### config.mk
export PLATFORM = sky130hd
export DESIGN_NAME = registro_control_spi_flat
export DESIGN_NICKNAME = d
export VERILOG_FILES = /design/src/rtl/registro_control_spi_if.sv /design/src/rtl/registro_control_spi.sv /design/src/flat_wrapper.sv
export SDC_FILE = /design/constraint.sdc
export NUM_CORES = 1
export LEC_CHECK = 0
export BUFFER_PORTS_ARGS = -buffer_cell sky130_fd_sc_hd__buf_2
export CAP_MARGIN = 5
export CORE_AREA = 2 2 59 61
export CTS_BUF_LIST = sky130_fd_sc_hd__clkbuf_4 sky130_fd_sc_hd__clkbuf_8
export CTS_CLUSTER_DIAMETER = 120
export DETAILED_ROUTE_END_ITERATION = 8
export DIE_AREA = 0 0 61 63
export GPL_TIMING_DRIVEN = 1
export PLACE_DENSITY = 0.83
export REMOVE_ABC_BUFFERS = 1
export SYNTH_ARGS = -nofsm -noshare
export SYNTH_HDL_FRONTEND = slang
export SYNTH_SLANG_ARGS = --single-unit
### constraint.sdc
create_clock -name clk_i -period 2.71 [get_ports clk_i]
set_clock_uncertainty 0.2 [all_clocks]
set_input_delay 0.1355 -clock clk_i [delete_from_list [all_inputs] [get_ports clk_i]]
set_output_delay 0.1355 -clock clk_i [all_outputs]
set_load 0.03 [all_outputs]
### src/rtl/registro_control_spi_if.sv
// registro_control_spi_if: CPU write port, SPI-master byte pulse and decoded control outputs
interface registro_control_spi_if;
    logic        wr_i;
    logic [31:0] data_i;
    logic        byte_done_i;
    logic [31:0] out_ctrl_o;
    logic        send_o;
    logic        cs_ctrl_o;
    logic        all_1s_o;
    logic        all_0s_o;
    logic [8:0]  n_tx_end_o;
    logic [9:0]  n_rx_o;
    logic        done_o;
    modport master (
        output wr_i, data_i, byte_done_i,
        input  out_ctrl_o, send_o, cs_ctrl_o, all_1s_o, all_0s_o, n_tx_end_o, n_rx_o, done_o
    );
    modport slave (
        input  wr_i, data_i, byte_done_i,
        output out_ctrl_o, send_o, cs_ctrl_o, all_1s_o, all_0s_o, n_tx_end_o, n_rx_o, done_o
    );
endinterface

### src/rtl/registro_control_spi.sv
// registro_control_spi: SPI control register with byte-counting transfer sequencer
module registro_control_spi (
    input logic                   clk_i,
    input logic                   rst_i,
    registro_control_spi_if.slave bus
);
    typedef enum logic {IDLE, ACTIVE} state_t;
    state_t      state, state_next;
    logic [11:0] cfg, cfg_next;
    logic [9:0]  n_rx, n_rx_next;
    logic        done, done_next;
    logic [8:0]  n_tx_end;
    logic        last;
    // cfg[k-1] holds control bit k, so n_tx_end (bits 12:4) sits at cfg[11:3]
    assign n_tx_end = cfg[11:3];
    assign last     = bus.byte_done_i && n_rx == {1'b0, n_tx_end};
    always_ff @(posedge clk_i or posedge rst_i) begin
        if (rst_i) begin
            state <= IDLE;
            cfg   <= '0;
            n_rx  <= '0;
            done  <= 1'b0;
        end else begin
            state <= state_next;
            cfg   <= cfg_next;
            n_rx  <= n_rx_next;
            done  <= done_next;
        end
    end
    always_comb begin
        state_next = state;
        cfg_next   = cfg;
        n_rx_next  = n_rx;
        done_next  = 1'b0;
        if (state == IDLE) begin
            if (bus.wr_i) begin
                cfg_next = bus.data_i[12:1];
                if (bus.data_i[0]) begin
                    state_next = ACTIVE;
                    n_rx_next  = '0;
                end
            end
        end else if (last) begin
            // completion beats a same-cycle abort write
            n_rx_next  = {1'b0, n_tx_end} + 10'd1;
            done_next  = 1'b1;
            state_next = IDLE;
        end else begin
            if (bus.byte_done_i) n_rx_next = n_rx + 10'd1;
            if (bus.wr_i && !bus.data_i[0]) state_next = IDLE;
        end
    end
    always_comb begin
        bus.send_o     = state == ACTIVE;
        bus.cs_ctrl_o  = cfg[0];
        bus.all_1s_o   = cfg[1];
        bus.all_0s_o   = cfg[2];
        bus.n_tx_end_o = n_tx_end;
        bus.n_rx_o     = n_rx;
        bus.done_o     = done;
        bus.out_ctrl_o = {6'b0, n_rx, 3'b0, cfg, state == ACTIVE};
    end
endmodule
### src/flat_wrapper.sv
// flat-port wrapper written by rule: the top's interface ports become plain ports
module registro_control_spi_flat 
  (clk_i, rst_i, bus_wr_i, bus_data_i, bus_byte_done_i, bus_out_ctrl_o, bus_send_o, bus_cs_ctrl_o, bus_all_1s_o, bus_all_0s_o, bus_n_tx_end_o, bus_n_rx_o, bus_done_o);
  registro_control_spi_if bus_i ();
  input logic clk_i;
  input logic rst_i;
  input wire logic [$bits(bus_i.wr_i)-1:0] bus_wr_i;
  input wire logic [$bits(bus_i.data_i)-1:0] bus_data_i;
  input wire logic [$bits(bus_i.byte_done_i)-1:0] bus_byte_done_i;
  output wire logic [$bits(bus_i.out_ctrl_o)-1:0] bus_out_ctrl_o;
  output wire logic [$bits(bus_i.send_o)-1:0] bus_send_o;
  output wire logic [$bits(bus_i.cs_ctrl_o)-1:0] bus_cs_ctrl_o;
  output wire logic [$bits(bus_i.all_1s_o)-1:0] bus_all_1s_o;
  output wire logic [$bits(bus_i.all_0s_o)-1:0] bus_all_0s_o;
  output wire logic [$bits(bus_i.n_tx_end_o)-1:0] bus_n_tx_end_o;
  output wire logic [$bits(bus_i.n_rx_o)-1:0] bus_n_rx_o;
  output wire logic [$bits(bus_i.done_o)-1:0] bus_done_o;
  assign bus_i.wr_i = bus_wr_i;
  assign bus_i.data_i = bus_data_i;
  assign bus_i.byte_done_i = bus_byte_done_i;
  assign bus_out_ctrl_o = bus_i.out_ctrl_o;
  assign bus_send_o = bus_i.send_o;
  assign bus_cs_ctrl_o = bus_i.cs_ctrl_o;
  assign bus_all_1s_o = bus_i.all_1s_o;
  assign bus_all_0s_o = bus_i.all_0s_o;
  assign bus_n_tx_end_o = bus_i.n_tx_end_o;
  assign bus_n_rx_o = bus_i.n_rx_o;
  assign bus_done_o = bus_i.done_o;
  registro_control_spi u_core (.clk_i(clk_i), .rst_i(rst_i), .bus(bus_i));
endmodule
==> impl_metrics.toml <==
[worst_setup_path]
required_ps = 2720
cp_cell_sequence = "nand2_1, or3_1, o31a_1"
cp_num_buf_inv = 0
max_stage_delay_ps = 510
slowest_stage = "dfrtp_1"
cp-end-kind = "register"
crit_type = "register to register"
crit_family = "simple AND/OR/NAND/NOR gates"
cp_data_arrival_time_ps = 2010
start_kind = "register"
crit_path_max_fanout = 15

[layout]
drive_above_1_share_pct = 42.9
fill_cells = 271
fin_nets = 228
areaGrowthSynthToFinish_pct = 20.1
final_cell_count_no_fill = 235
num_antenna_cells = 0

[timing]
tns_ps = 0
hold_viol = 0
setup_violations = 0
min_period_ps = 2000
max_clock_freq_mhz = 501
layout_worst_path_cycle_share_pct = 73.7
timing.hold.ws_ps = 49.4
drv_slew = 0
grt_setup_unrepaired = "no"
slew_headroom_pct = 40.9
worst_pin_slew_ps = 885

[synth]
synth.largest_area_cell = "dfrtp_1"
synth_area_per_cell_um2 = 10.4
syn_inst = 140
syn_area_um2 = 1450
seq_area_frac_synth_pct = 41.4
synth_cell_types = 29
yosys-top-cells-area = "dfrtp_1 (41%), buf_4 (17%), mux2_2 (10%)"
ys_ff_latch = 24
yosysTopAreaCellShare_pct = 41.4
yosysWarnings = 0

[route]
vias = 1215
remaining_drc_errors = 0
wirelength_mm = 3.66
final_antenna_net_count = 0
dr.pass1.iters = 4
wl_per_cell_um = 15.6
drt_iter0_drc = 74
viasPerCell = 5.17

[placed_design]
port_buffers = 63
gp_congestion = 0.724
hpwl_mm = 2.15
dp_cells = 218

[floorplan]
die_w_um = 61
io_pins = 92
die_h_um = 63
rows = 21
die-area_um2 = 3840
initial_core_util_pct = 44.9
design.core.area_um2 = 3230

[power]
total_power_uw = 1240
p_per_area_nw_per_um2 = 713
p_leak_uw = 0.000879
ir_drop_mv = 0.446

[run_status]
status = "complete, no violations"

[global_routing]
antenna_found_initial = 0
grt_overflow = 0
grt_max_degree = 25
grt_pass1_wl_mm = 5.79
grt_pass1_vias = 1190
track_usage_pct = 20.3

[clocking]
cts_root_buf = "clkbuf_4"
path_clk_slew_ps = 120
cts.htree.levels = 1
clock_sinks = 24
insertion_delay_ps = 320
cts_tree = "done"
clockBufferDepth = 2
numCtsBuffers = 3

[run]
drv_cap = 0

[worst_hold_path]
hold_path.class = "input port to register"
==> cell families (layout without fill, tap and decap cells) <==
kind of cell,after synthesis,count (layout),synth area share [%]
xor+xnor,10,10,6.04
compound gates,9,9,4.23
buf+inv,42,83,19.9
flops,24,24,41.4
simple gates,36,36,14.4
other cells,1,9,0.259
fa+ha+maj,1,1,0.863
mux,17,17,12.9
==> stage by stage <==
| stage | setup WS [ps] | utilization, % | area, µm² |
|---|---|---|---|
| after floorplan | 581 | - | 1200 |
| after global placement | 865 | 48.9 | 1580 |
| after detailed placement | 853 | 48.9 | 1580 |
| after CTS | 799 | 53.9 | 1740 |
| after global routing | 636 | 53.9 | 1740 |
| final | 714 | 53.9 | 1740 |
==> final cells by class <==
type | instances | area, µm² | share of cell area, %
multi-input cells | 82 | 591 | 33.9
well taps | 46 | 57.6 | 3.30
repair buffers | 78 | 463 | 26.6
clock buffers | 3 | 22.5 | 1.29
flip-flops and latches | 24 | 601 | 34.5
inverters | 2 | 7.51 | 0.431
==> cells in the mapped netlist <==
cell / number
buf_6: 1
nand3_1: 14
buf_4: 32
nand3b_1: 1
o31a_1: 1
nand4_1: 3
buf_2: 3
nor3_1: 1
nand4_4: 1
mux2i_1: 4
and4_1: 1
a31oi_1: 1
clkbuf_1: 4
or4_1: 3
nor4_1: 1
nand2_1: 8
o211ai_1: 3
inv_1: 2
and2_1: 1
o21ai_0: 3
a41oi_1: 1
dfrtp_1: 24
ha_1: 1
or3_1: 1
xnor2_1: 8
conb_1: 1
xor2_1: 2
mux2_2: 13
nor2b_1: 1
==> placed cells by master (no fill, tap or decap), types with 3 or more instances in the layout <==
cell type	count
buf_2	63
clkbuf_4	3
conb_1	9
dfrtp_1	24
dlygate4sd3_1	14
mux2_2	13
mux2i_1	4
nand2_1	8
nand3_1	14
nand4_1	3
o211ai_1	3
o21ai_0	3
or4_1	3
xnor2_1	8
==> tightest hold or removal path: cells and delay by family <==
kind / cells / cell delay, ps
buf+inv: 1 / 110
compound gates: 1 / 130
mux: 1 / 160
==> final timing paths <==
check                                             from                               end  slack [ps]  cells after the start
setup / recovery           u_core.bus.send_o$_DFF_PP0_       u_core.bus.send_o$_DFF_PP0_         710                      3
hold / removal                                bus_wr_i       u_core.bus.send_o$_DFF_PP0_          50                      3
setup reg to reg           u_core.bus.send_o$_DFF_PP0_       u_core.bus.send_o$_DFF_PP0_         710                      3
hold reg to reg              u_core.cfg[1]$_DFFE_PP0P_         u_core.cfg[1]$_DFFE_PP0P_         360                      1
max in group asynchronous                        rst_i  u_core.bus.n_rx_o[8]$_DFFE_PP0P_        1400                      3
min in group asynchronous                        rst_i  u_core.bus.n_rx_o[9]$_DFFE_PP0P_         370                      3
==> layer usage <==
| layer | track usage (%) | vias to the layer above | wire (µm) |
|---|---|---|---|
| met1 | 23.8 | 582 | 1360 |
| met2 | 34.0 | 73 | 1920 |
| met4 | 9.78 | 0 | 121 |
| met3 | 4.35 | 15 | 262 |
| li1 | - | 545 | - |
| met5 | 0 | - | 0 |
==> registers in the layout (all words and copies together) (netlist names) <==
signal and cells:
u_core.bus.done_o 1, u_core.bus.n_rx_o 10, u_core.bus.send_o 1, u_core.cfg 12
==> power breakdown <==
part	leakage, µW	switching (µW)	internal, µW	total, µW
combinational	0.000562	381	184	565
sequential	0.000302	103	414	516
clock	0.0000138	109	52.2	161
==> repair_timing <==
action,4_1_cts,5_1_grt
setup buffers,0,0
gates resized for setup,0,0
hold buffers,14,0
endpoints found under the hold margin,37,0
Note: power is estimated with default switching activity, not from simulation.
